**src/rtl/regfile_ctrl_pkg.sv**
```systemverilog
// Shared types and constants for the register-file instruction sequencer.
package regfile_ctrl_pkg;

    typedef enum logic [2:0] {
        StWait,
        StDecode,
        StWriteImm,
        StGetA,
        StGetB,
        StAlu,
        StWriteReg,
        StStatus
    } state_e;

    localparam logic [2:0] OPC_MOV = 3'b110;
    localparam logic [2:0] OPC_ALU = 3'b101;

    localparam logic [1:0] OP_ADD    = 2'b00;
    localparam logic [1:0] OP_CMP    = 2'b01;
    localparam logic [1:0] OP_AND    = 2'b10;
    localparam logic [1:0] OP_MVN    = 2'b11;
    localparam logic [1:0] OP_MOVIMM = 2'b10;
    localparam logic [1:0] OP_MOVREG = 2'b00;

    localparam logic [1:0] VSEL_C   = 2'b00;
    localparam logic [1:0] VSEL_IMM = 2'b10;

    // Decoded instruction fields.
    typedef struct packed {
        logic [2:0]  opcode;
        logic [1:0]  op;
        logic [2:0]  rn;
        logic [2:0]  rd;
        logic [1:0]  shift;
        logic [2:0]  rm;
        logic [15:0] sximm8;
    } instr_t;

    // Per-state control strobes, held in a register so outputs are glitch-free.
    typedef struct packed {
        logic       w;
        logic [2:0] readnum;
        logic [2:0] writenum;
        logic       write;
        logic       loada;
        logic       loadb;
        logic       loadc;
        logic       loads;
        logic       asel;
        logic       bsel;
        logic [1:0] vsel;
        logic       bad;
    } ctrl_t;

    localparam ctrl_t CTRL_RESET = '{w: 1'b1, default: '0};

    function automatic logic is_supported(input logic [2:0] opcode, input logic [1:0] op);
        return ((opcode == OPC_MOV) && ((op == OP_MOVIMM) || (op == OP_MOVREG))) ||
               (opcode == OPC_ALU);
    endfunction

endpackage

```
**src/rtl/regfile_ctrl_instr_dec.sv**
```systemverilog
// Field extraction and immediate sign extension for a 16-bit instruction word.
module instr_dec
    import regfile_ctrl_pkg::*;
(
    input  logic [15:0] ir_i,
    output instr_t      dec_o
);

    // Pure wiring of instruction fields plus sign extension of imm8.
    always_comb begin
        dec_o.opcode = ir_i[15:13];
        dec_o.op     = ir_i[12:11];
        dec_o.rn     = ir_i[10:8];
        dec_o.rd     = ir_i[7:5];
        dec_o.shift  = ir_i[4:3];
        dec_o.rm     = ir_i[2:0];
        dec_o.sximm8 = {{8{ir_i[7]}}, ir_i[7:0]};
    end

endmodule

```
**src/rtl/regfile_ctrl.sv**
```systemverilog
// Instruction sequencer driving the 8x16 register file and ALU datapath strobes.
module regfile_ctrl
    import regfile_ctrl_pkg::*;
(
    input  logic        clk,
    input  logic        reset_n,
    input  logic        s,
    input  logic [15:0] in,
    output logic        w,
    output logic [2:0]  readnum,
    output logic [2:0]  writenum,
    output logic        write,
    output logic        loada,
    output logic        loadb,
    output logic        loadc,
    output logic        loads,
    output logic        asel,
    output logic        bsel,
    output logic [1:0]  vsel,
    output logic [1:0]  aluop,
    output logic [1:0]  shift,
    output logic [15:0] sximm8,
    output logic        bad
);

    state_e      state_q, state_d;
    logic [15:0] ir_q, ir_d;
    ctrl_t       ctrl_q, ctrl_d;
    instr_t      dec;
    logic        is_cmp;
    logic        a_is_zero;

    instr_dec u_instr_dec (
        .ir_i  (ir_q),
        .dec_o (dec)
    );

    assign is_cmp    = (dec.opcode == OPC_ALU) && (dec.op == OP_CMP);
    // MOV reg and MVN pass only the B operand through the ALU.
    assign a_is_zero = (dec.opcode == OPC_MOV) ||
                       ((dec.opcode == OPC_ALU) && (dec.op == OP_MVN));

    // Next-state and instruction latch selection.
    always_comb begin
        state_d = state_q;
        ir_d    = ir_q;
        unique case (state_q)
            StWait: begin
                if (s) begin
                    ir_d    = in;
                    state_d = StDecode;
                end
            end
            StDecode: begin
                state_d = StWait;
                if (dec.opcode == OPC_MOV) begin
                    if (dec.op == OP_MOVIMM) begin
                        state_d = StWriteImm;
                    end else if (dec.op == OP_MOVREG) begin
                        state_d = StGetB;
                    end
                end else if (dec.opcode == OPC_ALU) begin
                    unique case (dec.op)
                        OP_ADD, OP_AND, OP_CMP: state_d = StGetA;
                        OP_MVN:                 state_d = StGetB;
                        default:                state_d = StWait;
                    endcase
                end
            end
            StGetA:     state_d = StGetB;
            StGetB:     state_d = is_cmp ? StStatus : StAlu;
            StAlu:      state_d = StWriteReg;
            StWriteImm: state_d = StWait;
            StWriteReg: state_d = StWait;
            StStatus:   state_d = StWait;
            default:    state_d = StWait;
        endcase
    end

    // Moore outputs for the state being entered. Only DECODE is entered while ir is
    // being loaded, so it decodes ir_d; every later state sees a settled ir_q.
    always_comb begin
        ctrl_d = '0;
        unique case (state_d)
            StWait: ctrl_d.w = 1'b1;
            StDecode: ctrl_d.bad = !is_supported(ir_d[15:13], ir_d[12:11]);
            StWriteImm: begin
                ctrl_d.write    = 1'b1;
                ctrl_d.writenum = dec.rn;
                ctrl_d.vsel     = VSEL_IMM;
            end
            StGetA: begin
                ctrl_d.readnum = dec.rn;
                ctrl_d.loada   = 1'b1;
            end
            StGetB: begin
                ctrl_d.readnum = dec.rm;
                ctrl_d.loadb   = 1'b1;
            end
            StAlu: begin
                ctrl_d.loadc = 1'b1;
                ctrl_d.asel  = a_is_zero;
                ctrl_d.bsel  = 1'b0;
            end
            StWriteReg: begin
                ctrl_d.write    = 1'b1;
                ctrl_d.writenum = dec.rd;
                ctrl_d.vsel     = VSEL_C;
            end
            StStatus: ctrl_d.loads = 1'b1;
            default: ctrl_d = '0;
        endcase
    end

    // State, instruction register and registered control outputs.
    always_ff @(posedge clk or negedge reset_n) begin
        if (!reset_n) begin
            state_q <= StWait;
            ir_q    <= '0;
            ctrl_q  <= CTRL_RESET;
        end else begin
            state_q <= state_d;
            ir_q    <= ir_d;
            ctrl_q  <= ctrl_d;
        end
    end

    assign w        = ctrl_q.w;
    assign readnum  = ctrl_q.readnum;
    assign writenum = ctrl_q.writenum;
    assign write    = ctrl_q.write;
    assign loada    = ctrl_q.loada;
    assign loadb    = ctrl_q.loadb;
    assign loadc    = ctrl_q.loadc;
    assign loads    = ctrl_q.loads;
    assign asel     = ctrl_q.asel;
    assign bsel     = ctrl_q.bsel;
    assign vsel     = ctrl_q.vsel;
    assign bad      = ctrl_q.bad;
    assign aluop    = dec.op;
    assign shift    = dec.shift;
    assign sximm8   = dec.sximm8;

endmodule
```
**config.mk**
```make
export PLATFORM = sky130hd
export DESIGN_NAME = regfile_ctrl
export DESIGN_NICKNAME = d
export VERILOG_FILES = /design/src/rtl/regfile_ctrl_pkg.sv /design/src/rtl/regfile_ctrl_instr_dec.sv /design/src/rtl/regfile_ctrl.sv
export SDC_FILE = /design/constraint.sdc
export NUM_CORES = 1
export LEC_CHECK = 0
export CORE_MARGIN = 2
export CORE_UTILIZATION = 48
export DETAILED_ROUTE_END_ITERATION = 8
export GPL_TIMING_DRIVEN = 0
export PLACE_DENSITY = 0.82
export SLEW_MARGIN = 20
export SYNTH_ARGS = -nofsm -noshare
export SYNTH_HDL_FRONTEND = slang
export SYNTH_SLANG_ARGS = --single-unit
```
**constraint.sdc**
```tcl
create_clock -name clk -period 3.81 [get_ports clk]
set_input_delay 0.9525 -clock clk [delete_from_list [all_inputs] [get_ports clk]]
set_output_delay 0.9525 -clock clk [all_outputs]
set_load 0.005 [all_outputs]
```
==> out/results.txt, run 1 <==
status: finished clean
CP top delay family: buffers and inverters
FMAX: 402.4 MHz
placer's final routability congestion estimate: 0.7848
# fillers: 250
Worst-path clk slew: 0.10 ns
# hold bufs at CTS: 0
Initial Utilization: 0.5106
Sw Share: 0.3014
P_sw: 0.0004963 W
crit path DAT: 1.53 ns
r2r setup slk: 1.98 ns
crit start category: flop
most frequent cells in the layout: clkdlybuf4s50_1, dfrtp_1, buf_4
max-cap violations: 0
cells after synthesis: 119
post-detail-place hpwl: 2.411 mm
worst-path maximum fanout: 11
register area share after synthesis: 0.5422
Syn-to-layout area delta: 40.05%
unrepaired setup endpoints after global routing: no
DRT Pass-1 Iters: 4
yosys warns: 0
Buf/Inv on CP: 2
vias per cell: 4.929
Slew headroom: 0.5115
Setup CP Type: flop to output pin
FF+latch count, synth: 34
gr ovfl total: 0
largest net degree at the start of global routing: 35
Hold Crit Depth: 1
final period utilization: 0.6522
fin worst setup slack: 1.325 ns
DRC Markers: 0
clk_lat worst skew: 0.33 ns
initial antenna violation count: 0
CTS tree: built
hold endpoint: readnum[2]
# clock sinks: 34
global-route wire length before repair: 4.947 mm
via count: 1104
Die X: 61.22 um
Pwr Total: 0.001647 W
worst path required time: 2.86 ns
CTS root buf: clkbuf_4
core area: 3078 sq um
die height: 61.22 um
GRT Util Overall: 0.1889
Clk pwr share: 0.110
clk buf depth: 2
setup repair bufs after CTS: 0
worst-path cell chain: buf_4 -> clkdlybuf4s50_1
Final Max Tran Viols: 0
PD cells: 748.2 nW/um^2
Reg-to-Reg End: ir_q[12]
Synth cell types: 37
cts repair resizes: 0
Worst Setup SP: ir_q[7]
maximum vdd ir drop: 0.4244 mV
Rows: 20
startpoint of the worst hold path: ir_q[2]
CP endpoint kind: output pin
ANT nets after route: 0
IO Port Bufs: 53
sequential power share: 0.379
n_diodes: 0
Int Pwr: 0.001150 W
nets: 199
Setup TNS Final: 0 ns
Die ar.: 3748 sq um
Critical R2R Launch: state_q[1]
Worst-Margin Slew: 0.7328 ns
layout cells sized above 1: 0.2889
pre-CTS setup slack: 1.114 ns
Hold WS: 0.5383 ns
Hold Vio Cnt, Final: 0
WL final: 3.135 mm
htree depth: 2
largest stage delay on the critical path: 0.53 ns
DRT iter0 DRCs: 32
WL per Instance: 14.00 um
final setup vio count: 0
Comb power frac: 0.510
Critical-path top delay cell: dfrtp_1
Lkg Pwr: 0.9816 nW
mapped cell area: 1572 sq um
min-delay worst type: flop to flop
clk_skew: 0.005846 ns
reg2reg path depth: 4
placed instance area: 2156 sq um
most common cell after layout, fill and taps aside: clkdlybuf4s50_1
Final Cell Area: 2201 sq um
number of buffers created by CTS: 5
synthesized area per cell: 13.21 sq um
Ports: 56
vias in the first global route: 1037
Final min period: 2.485 ns
==> stage by stage <==
stage / utilization / cells
2_1_floorplan: - / 120
3_3_place_gp: 0.7020 / 217
3_5_place_dp: 0.7004 / 217
4_1_cts: 0.7150 / 224
5_1_grt: 0.7150 / 224
6_report: 0.7150 / 224
==> synthesized netlist by cell type <==
cell       number  share of area
a21boi_0        1         0.0048
nand3_1         1         0.0032
nor2b_1         3          0.012
o21ai_0         1         0.0032
a21oi_1         1         0.0032
and2_1          1         0.0040
dfrtp_1        33           0.53
a21oi_2         1         0.0056
o2111ai_1       1         0.0056
buf_2           1         0.0032
nor2_1          3         0.0072
and4b_1         1         0.0064
buf_6           2          0.014
a32o_1          3          0.019
dfstp_2         1          0.017
mux2_2         15           0.11
or2_4           1         0.0056
a2111oi_4       1          0.018
nor4b_4         1          0.015
o2111a_1        1         0.0072
mux2_1          2          0.014
inv_1           1         0.0024
buf_4          23           0.11
a21o_1          1         0.0048
conb_1          1         0.0024
and3b_1         2          0.011
and3_1          2         0.0080
a31oi_1         1         0.0040
nor4bb_1        1         0.0064
nor4b_1         1         0.0056
nand2b_1        1         0.0040
clkbuf_1        1         0.0024
nor3_1          2         0.0064
nand2_1         2         0.0048
a22o_1          3          0.017
or3b_1          1         0.0056
and2b_1         1         0.0048
==> worst max path at each step <==
stage / to / slack (ns) / cells past startpoint
global route: sximm8[13] / 1.23 / 2
global placement: ir_q[15] / 1.11 / 4
CTS: sximm8[13] / 1.30 / 2
floorplan: ir_q[0] / 1.79 / 3
finish: sximm8[13] / 1.32 / 2
detailed placement: ir_q[12] / 1.11 / 4
==> layer usage <==
| metal | vias to the layer above | wire [um] | GRT usage |
|---|---|---|---|
| li1 | 518 | - | - |
| met1 | 534 | 1232 | 0.2154 |
| met2 | 44 | 1645 | 0.3298 |
| met3 | 8 | 203 | 0.04622 |
| met4 | 0 | 53 | 0.09317 |
| met5 | - | 0 | 0 |
==> layout make-up <==
type,count,area [sq um],share of cell area
flip-flops and latches,34,852.1,0.3872
repair buffers,53,525.5,0.2388
multi-input cells,58,515.5,0.2342
plain buffers,27,203.9,0.09267
well taps,44,55.05,0.02501
clock buffers,7,45.04,0.02047
inverters,1,3.754,0.001706
==> flip-flops by register name, indices dropped and copies added, names as in the netlist, 3 cells and up <==
name      count
writenum      3
state_q       3
ir_q         16
readnum       3
==> cells by family after synthesis <==
logic type | Yosys count | synth area share
simple gates | 24 | 0.1099
compound gates | 15 | 0.09157
flops | 34 | 0.5422
mux | 17 | 0.1218
buf+inv | 28 | 0.1322
other cells | 1 | 0.002386
==> power by group through the flow <==
stage	clock network (W)	logic [W]	registers, W
5_1_grt	0.000202	0.000904	0.000647
6_report	0.000181	0.000841	0.000625
2_1_floorplan	0	0.000471	0.000604
3_5_place_dp	0	0.000847	0.000633
3_3_place_gp	0	0.000822	0.000624
4_1_cts	0.000185	0.000851	0.000625
Power figures use the tool's default switching activity.
==> inputs of run 2 (changes only) <==
--- a/config.mk
+++ b/config.mk
@@ -6,10 +6,10 @@
 export NUM_CORES = 1
 export LEC_CHECK = 0
 export CORE_MARGIN = 2
-export CORE_UTILIZATION = 48
+export CORE_UTILIZATION = 44
 export DETAILED_ROUTE_END_ITERATION = 8
 export GPL_TIMING_DRIVEN = 0
-export PLACE_DENSITY = 0.82
+export PLACE_DENSITY = 0.76
 export SLEW_MARGIN = 20
 export SYNTH_ARGS = -nofsm -noshare
 export SYNTH_HDL_FRONTEND = slang
==> constraint.sdc (replaced) <==
create_clock -name clk -period 2.4 [get_ports clk]
set_input_delay 0.6 -clock clk [delete_from_list [all_inputs] [get_ports clk]]
set_output_delay 0.6 -clock clk [all_outputs]
set_load 0.005 [all_outputs]
==> run 2 against run 1 <==
Combinational power rose by 59%. Sequential power rose by 60%. Count of clock-buffer cells in the layout increased by 1. Largest power group unchanged. Register-to-register slack got worse by 1.5 ns. Worst hold slack worse by 0.32 ns. Sequential share of layout area is 0.46 points lower. Global-route usage shrank 1.9 points. Wire length is 0.70% lower. Critical endpoint is now sximm8[8]. Setup slack worse by 1.0 ns. Clock power rose by 58%. Power is 59% higher. Via count decreased by 2.2%. Critical path type unchanged.
==> out/results.txt, run 2 (synthesized netlist as in run 1, its figures left out) <==
Critical R2R Launch: state_q[1] (unchanged)
DRT iter0 DRCs: 13 (was 32)
htree depth: 2 (unchanged)
layout cells sized above 1: 0.2912 (was 0.2889)
DRC Markers: 0 (unchanged)
core area: 3390 sq um (was 3078 sq um)
DRT Pass-1 Iters: 4 (unchanged)
Initial Utilization: 0.4636 (was 0.5106)
Reg-to-Reg End: ir_q[10] (was ir_q[12])
max-cap violations: 0 (unchanged)
largest net degree at the start of global routing: 35 (unchanged)
WL final: 3.113 mm (was 3.135 mm)
max FFs per register: 16 (unchanged)
vias in the first global route: 1110 (was 1037)
Lkg Pwr: 0.9922 nW (was 0.9816 nW)
clk_skew: 0.007612 ns (was 0.005846 ns)
Most flops, register: ir_q (unchanged)
Worst-Margin Slew: 0.5925 ns (was 0.7328 ns)
Setup TNS Final: 0 ns (unchanged)
clk buf depth: 2 (unchanged)
CTS root buf: clkbuf_4 (unchanged)
Slew headroom: 0.6033 (was 0.5115)
ANT nets after route: 0 (unchanged)
most common cell after layout, fill and taps aside: clkdlybuf4s50_1 (unchanged)
initial antenna violation count: 0 (unchanged)
global-route wire length before repair: 5.264 mm (was 4.947 mm)
# clock sinks: 34 (unchanged)
crit start category: flop (unchanged)
status: finished clean (unchanged)
CP Capture Point: sximm8[8] (was sximm8[13])
die height: 63.76 um (was 61.22 um)
clk_lat worst skew: 0.32 ns (was 0.33 ns)
Syn-to-layout area delta: 41.72% (was 40.05%)
Worst Setup SP: ir_q[7] (unchanged)
CTS tree: built (unchanged)
crit path DAT: 1.51 ns (was 1.53 ns)
Hold WS: 0.2156 ns (was 0.5383 ns)
final setup vio count: 0 (unchanged)
GRT Util Overall: 0.1700 (was 0.1889)
PD cells: 1177 nW/um^2 (was 748.2 nW/um^2)
Util after Layout: 0.6571 (was 0.7150)
IO Port Bufs: 53 (unchanged)
Hold Vio Cnt, Final: 0 (unchanged)
post-detail-place hpwl: 2.322 mm (was 2.411 mm)
min-delay worst type: primary input to async pin (was flop to flop)
final period utilization: 0.8783
Final Max Tran Viols: 0 (unchanged)
setup repair bufs after CTS: 0 (unchanged)
placer's final routability congestion estimate: 0.8135 (was 0.7848)
Die ar.: 4065 sq um (was 3748 sq um)
FMAX: 474.4 MHz
via count: 1080 (was 1104)
# hold bufs at CTS: 0 (unchanged)
most frequent cells in the layout: clkdlybuf4s50_1, dfrtp_1, buf_4 (unchanged)
Setup CP Type: flop to output pin (unchanged)
nets: 200 (was 199)
gr ovfl total: 0 (unchanged)
CP endpoint kind: output pin (unchanged)
unrepaired setup endpoints after global routing: no (unchanged)
worst path required time: 1.80 ns (was 2.86 ns)
reg2reg path depth: 4 (unchanged)
worst-path maximum fanout: 11 (unchanged)
vias per cell: 4.737 (was 4.929)
maximum vdd ir drop: 0.5564 mV (was 0.4244 mV)
r2r setup slk: 0.50 ns (was 1.98 ns)
number of buffers created by CTS: 5 (unchanged)
Rows: 21 (was 20)
Die X: 63.76 um (was 61.22 um)
WL per Instance: 13.65 um (was 14.00 um)
Worst-path clk slew: 0.10 ns (about the same)
Final min period: 2.108 ns
n_diodes: 0 (unchanged)
Ports: 56 (unchanged)
cts repair resizes: 0 (unchanged)
[run 2: cell count changes in the layout (fill, tap and decap cells not counted), sizes merged]
cell and delta:
clkbuf +1, buf +1
[run 2: where the power goes]
group | switching, W | internal [W] | total [W]
Combinational | 0.000415 | 0.000921 | 0.00134
Clock | 0.000169 | 0.000117 | 0.000286
Sequential | 0.000201 | 0.000798 | 0.000999
[run 2: per-layer routing]
metal | vias to the layer above | part of all wire | global-route usage
met5 | - | 0 | 0
met4 | 0 | 0.014 | 0.05163
met3 | 6 | 0.085 | 0.07394
met2 | 51 | 0.47 | 0.2776
met1 | 505 | 0.43 | 0.2033
li1 | 518 | - | -
[run 2: worst min-delay path by stage]
stage / startpoint / endpoint / slack, ns / depth (start not counted)
2_1_floorplan: reset_n / asel / 0.30 / 0
3_3_place_gp: ir_q[2] / readnum[2] / 0.50 / 1
3_5_place_dp: ir_q[1] / readnum[1] / 0.51 / 1
4_1_cts: reset_n / ir_q[2] / 0.21 / 2
5_1_grt: reset_n / loada / 0.20 / 2
6_report: reset_n / ir_q[10] / 0.22 / 2
[run 2: layout make-up]
| class | count | area [sq um] |
|---|---|---|
| Sequential cell | 34 | 852.1 |
| Tap cell | 46 | 57.56 |
| Multi-Input combinational cell | 58 | 515.5 |
| Inverter | 1 | 3.754 |
| Buffer | 27 | 203.9 |
| Fill cell | 264 | 1162 |
| Clock buffer | 8 | 48.80 |
| Timing Repair Buffer | 54 | 545.5 |
[run 2: through the flow]
stage / cell area [sq um] / setup slack, ns / power, W / instances
floorplan: 1575 / 0.7334 / 0.001708 / 120
global placement: 2163 / 0.04027 / 0.002298 / 219
detailed placement: 2178 / -0.005885 / 0.002357 / 220
CTS: 2227 / 0.2584 / 0.002654 / 228
global route: 2227 / 0.1862 / 0.002813 / 228
finish: 2227 / 0.2920 / 0.002622 / 228
[run 2: worst max-delay path, cell delays in order (launching register included)]
cell	delay [ns]
dfrtp_1	0.53
buf_4	0.17
clkdlybuf4s50_1	0.49
==> inputs of run 3 (changes only) <==
--- a/config.mk
+++ b/config.mk
@@ -10,6 +10,7 @@
 export DETAILED_ROUTE_END_ITERATION = 8
 export GPL_TIMING_DRIVEN = 0
 export PLACE_DENSITY = 0.76
+export SETUP_SLACK_MARGIN = 0.5
 export SLEW_MARGIN = 20
 export SYNTH_ARGS = -nofsm -noshare
 export SYNTH_HDL_FRONTEND = slang
==> run 3 against run 2 <==
Global-route usage grew 0.72 points. Register-to-register slack gained 0.25 ns. Clock power grew 1%. Count of clock-buffer cells in the layout is the same. Combinational power grew 9.7%. Utilization grew 3.1 points. Via count grew 5.6%. Maximum frequency grew 5.0%. Critical path depth is the same. Setup slack gained 0.10 ns. Largest cell class unchanged.
==> out/results.txt, run 3 (synthesized netlist as in run 1, its figures left out) <==
crit path DAT: 1.41 ns (was 1.51 ns)
worst path required time: 1.80 ns (about the same)
gr ovfl total: 0 (unchanged)
htree depth: 2 (unchanged)
WL final: 3.283 mm (was 3.113 mm)
DRT iter0 DRCs: 25 (was 13)
max-cap violations: 0 (unchanged)
CTS root buf: clkbuf_4 (unchanged)
FMAX: 498.3 MHz (was 474.4 MHz)
largest net degree at the start of global routing: 35 (unchanged)
Final min period: 2.007 ns (was 2.108 ns)
ANT nets after route: 0 (unchanged)
n_diodes: 0 (unchanged)
DRC Markers: 0 (unchanged)
Setup CP Type: flop to output pin (unchanged)
core area: 3390 sq um (unchanged)
WL per Instance: 13.68 um (was 13.65 um)
nets: 212 (was 200)
Hold Vio Cnt, Final: 0 (unchanged)
clk buf depth: 2 (unchanged)
Worst-path clk slew: 0.10 ns (about the same)
Die ar.: 4065 sq um (unchanged)
Syn-to-layout area delta: 48.41% (was 41.72%)
initial antenna violation count: 0 (unchanged)
IO Port Bufs: 53 (unchanged)
placed instance area: 2178 sq um (unchanged)
final period utilization: 0.8362 (was 0.8783)
Ports: 56 (unchanged)
die height: 63.76 um (unchanged)
unrepaired setup endpoints after global routing: yes (was no)
max FFs per register: 16 (unchanged)
CP top delay family: buffers and inverters (unchanged)
vias per cell: 4.750 (was 4.737)
most frequent cells in the layout: clkdlybuf4s50_1, buf_4, dfrtp_1 (was clkdlybuf4s50_1, dfrtp_1, buf_4)
Initial Utilization: 0.4636 (unchanged)
PD cells: 1171 nW/um^2 (was 1177 nW/um^2)
placed cells: 220 (unchanged)
Final Cell Area: 2332 sq um (was 2227 sq um)
Rows: 21 (unchanged)
CP endpoint kind: output pin (unchanged)
largest stage delay on the critical path: 0.49 ns (was 0.53 ns)
crit start category: flop (unchanged)
fin cells: 240 (was 228)
Buf/Inv on CP: 2 (unchanged)
most common cell after layout, fill and taps aside: clkdlybuf4s50_1 (unchanged)
number of buffers created by CTS: 5 (unchanged)
Final Max Tran Viols: 0 (unchanged)
maximum vdd ir drop: 0.5588 mV (was 0.5564 mV)
CTS tree: built (unchanged)
DRT Pass-1 Iters: 4 (unchanged)
# clock sinks: 34 (unchanged)
layout cells sized above 1: 0.3505 (was 0.2912)
Most flops, register: ir_q (unchanged)
global-route wire length before repair: 5.513 mm (was 5.264 mm)
post-detail-place hpwl: 2.322 mm (unchanged)
reg2reg path depth: 5 (was 4)
worst-path cell chain: buf_4 -> clkdlybuf4s50_1 (unchanged)
critical path depth in cells: 2 (unchanged)
Critical-path top delay cell: clkdlybuf4s50_1 (was dfrtp_1)
clk_skew: 0.006471 ns (was 0.007612 ns)
final setup vio count: 0 (unchanged)
via count: 1140 (was 1080)
worst-path maximum fanout: 11 (unchanged)
GRT Util Overall: 0.1772 (was 0.1700)
vias in the first global route: 1160 (was 1110)
clk_lat worst skew: 0.32 ns (about the same)
min-delay worst type: primary input to async pin (unchanged)
Lkg Pwr: 1.121 nW (was 0.9922 nW)
Die X: 63.76 um (unchanged)
placer's final routability congestion estimate: 0.8135 (unchanged)
status: finished clean (unchanged)
-- run 3: changes by cell type in the layout (fill, tap and decap cells not counted) --
cell,delta
buf_4,+12
clkdlybuf4s50_1,-12
dlymetal6s2s_1,+7
dlygate4sd2_1,+5
dfrtp_1,-3
dfrtp_2,+3
-- run 3: cell type report --
cell class | instances | area, sq um
fill | 251 | 1057
sequential | 34 | 855.8
timing repair buffer | 66 | 646.9
multi-input combinational | 58 | 515.5
buffer | 27 | 203.9
tap | 46 | 57.56
clock buffer | 8 | 48.80
inverter | 1 | 3.754
-- run 3: report_power, final --
part           total (W)  switching [W]  internal [W]
sequential      0.000969       0.000167      0.000803
clock           0.000290       0.000173      0.000117
combinational    0.00147       0.000482      0.000991
total            0.00273       0.000821       0.00191
-- run 3: worst paths after layout --
check                              to  slack [ns]  startpoint
setup / recovery            sximm8[8]        0.39     ir_q[7]
min in group clk              ir_q[3]        0.55     ir_q[3]
setup reg to reg           readnum[0]        0.75    ir_q[11]
hold reg to reg               ir_q[3]        0.55     ir_q[3]
max in group asynchronous           w        1.95     reset_n
hold / removal                  loada        0.21     reset_n
-- run 3: through the flow --
| step | setup WS, ns | hold slack, ns | total power, W | util | TNS, ns |
|---|---|---|---|---|---|
| 2_1_floorplan | 0.7334 | 0.3044 | 0.001708 | - | 0 |
| 4_1_cts | 0.3690 | 0.2134 | 0.002752 | 0.6785 | 0 |
| 5_1_grt | 0.3102 | 0.2001 | 0.002922 | 0.6881 | 0 |
| 3_3_place_gp | 0.04027 | 0.5047 | 0.002298 | 0.6382 | 0 |
| 3_5_place_dp | -0.005885 | 0.5096 | 0.002357 | 0.6427 | -0.01231 |
| 6_report | 0.3931 | 0.2130 | 0.002732 | 0.6881 | 0 |
-- run 3: what timing repair did --
item,in CTS,in global routing
hold buffers,0,0
resized for setup,8,7
setup buffers,10,2
setup endpoints to repair,30,16
-- run 3: per-layer routing --
layer | GRT usage | up-vias | share of wire
met2 | 0.2961 | 55 | 0.48
met3 | 0.07218 | 6 | 0.083
li1 | - | 541 | -
met1 | 0.2100 | 538 | 0.42
met4 | 0.05163 | 0 | 0.014
met5 | 0 | - | 0
-- run 3: worst reg2reg max path: cells and delay by family, from the launching register on --
kind                   cells  cell delay [ns]
AO/OA/AOI/OAI              3             0.72
buffers and inverters      1             0.15
flip-flops                 1             0.42
AND/OR/NAND/NOR            1             0.29
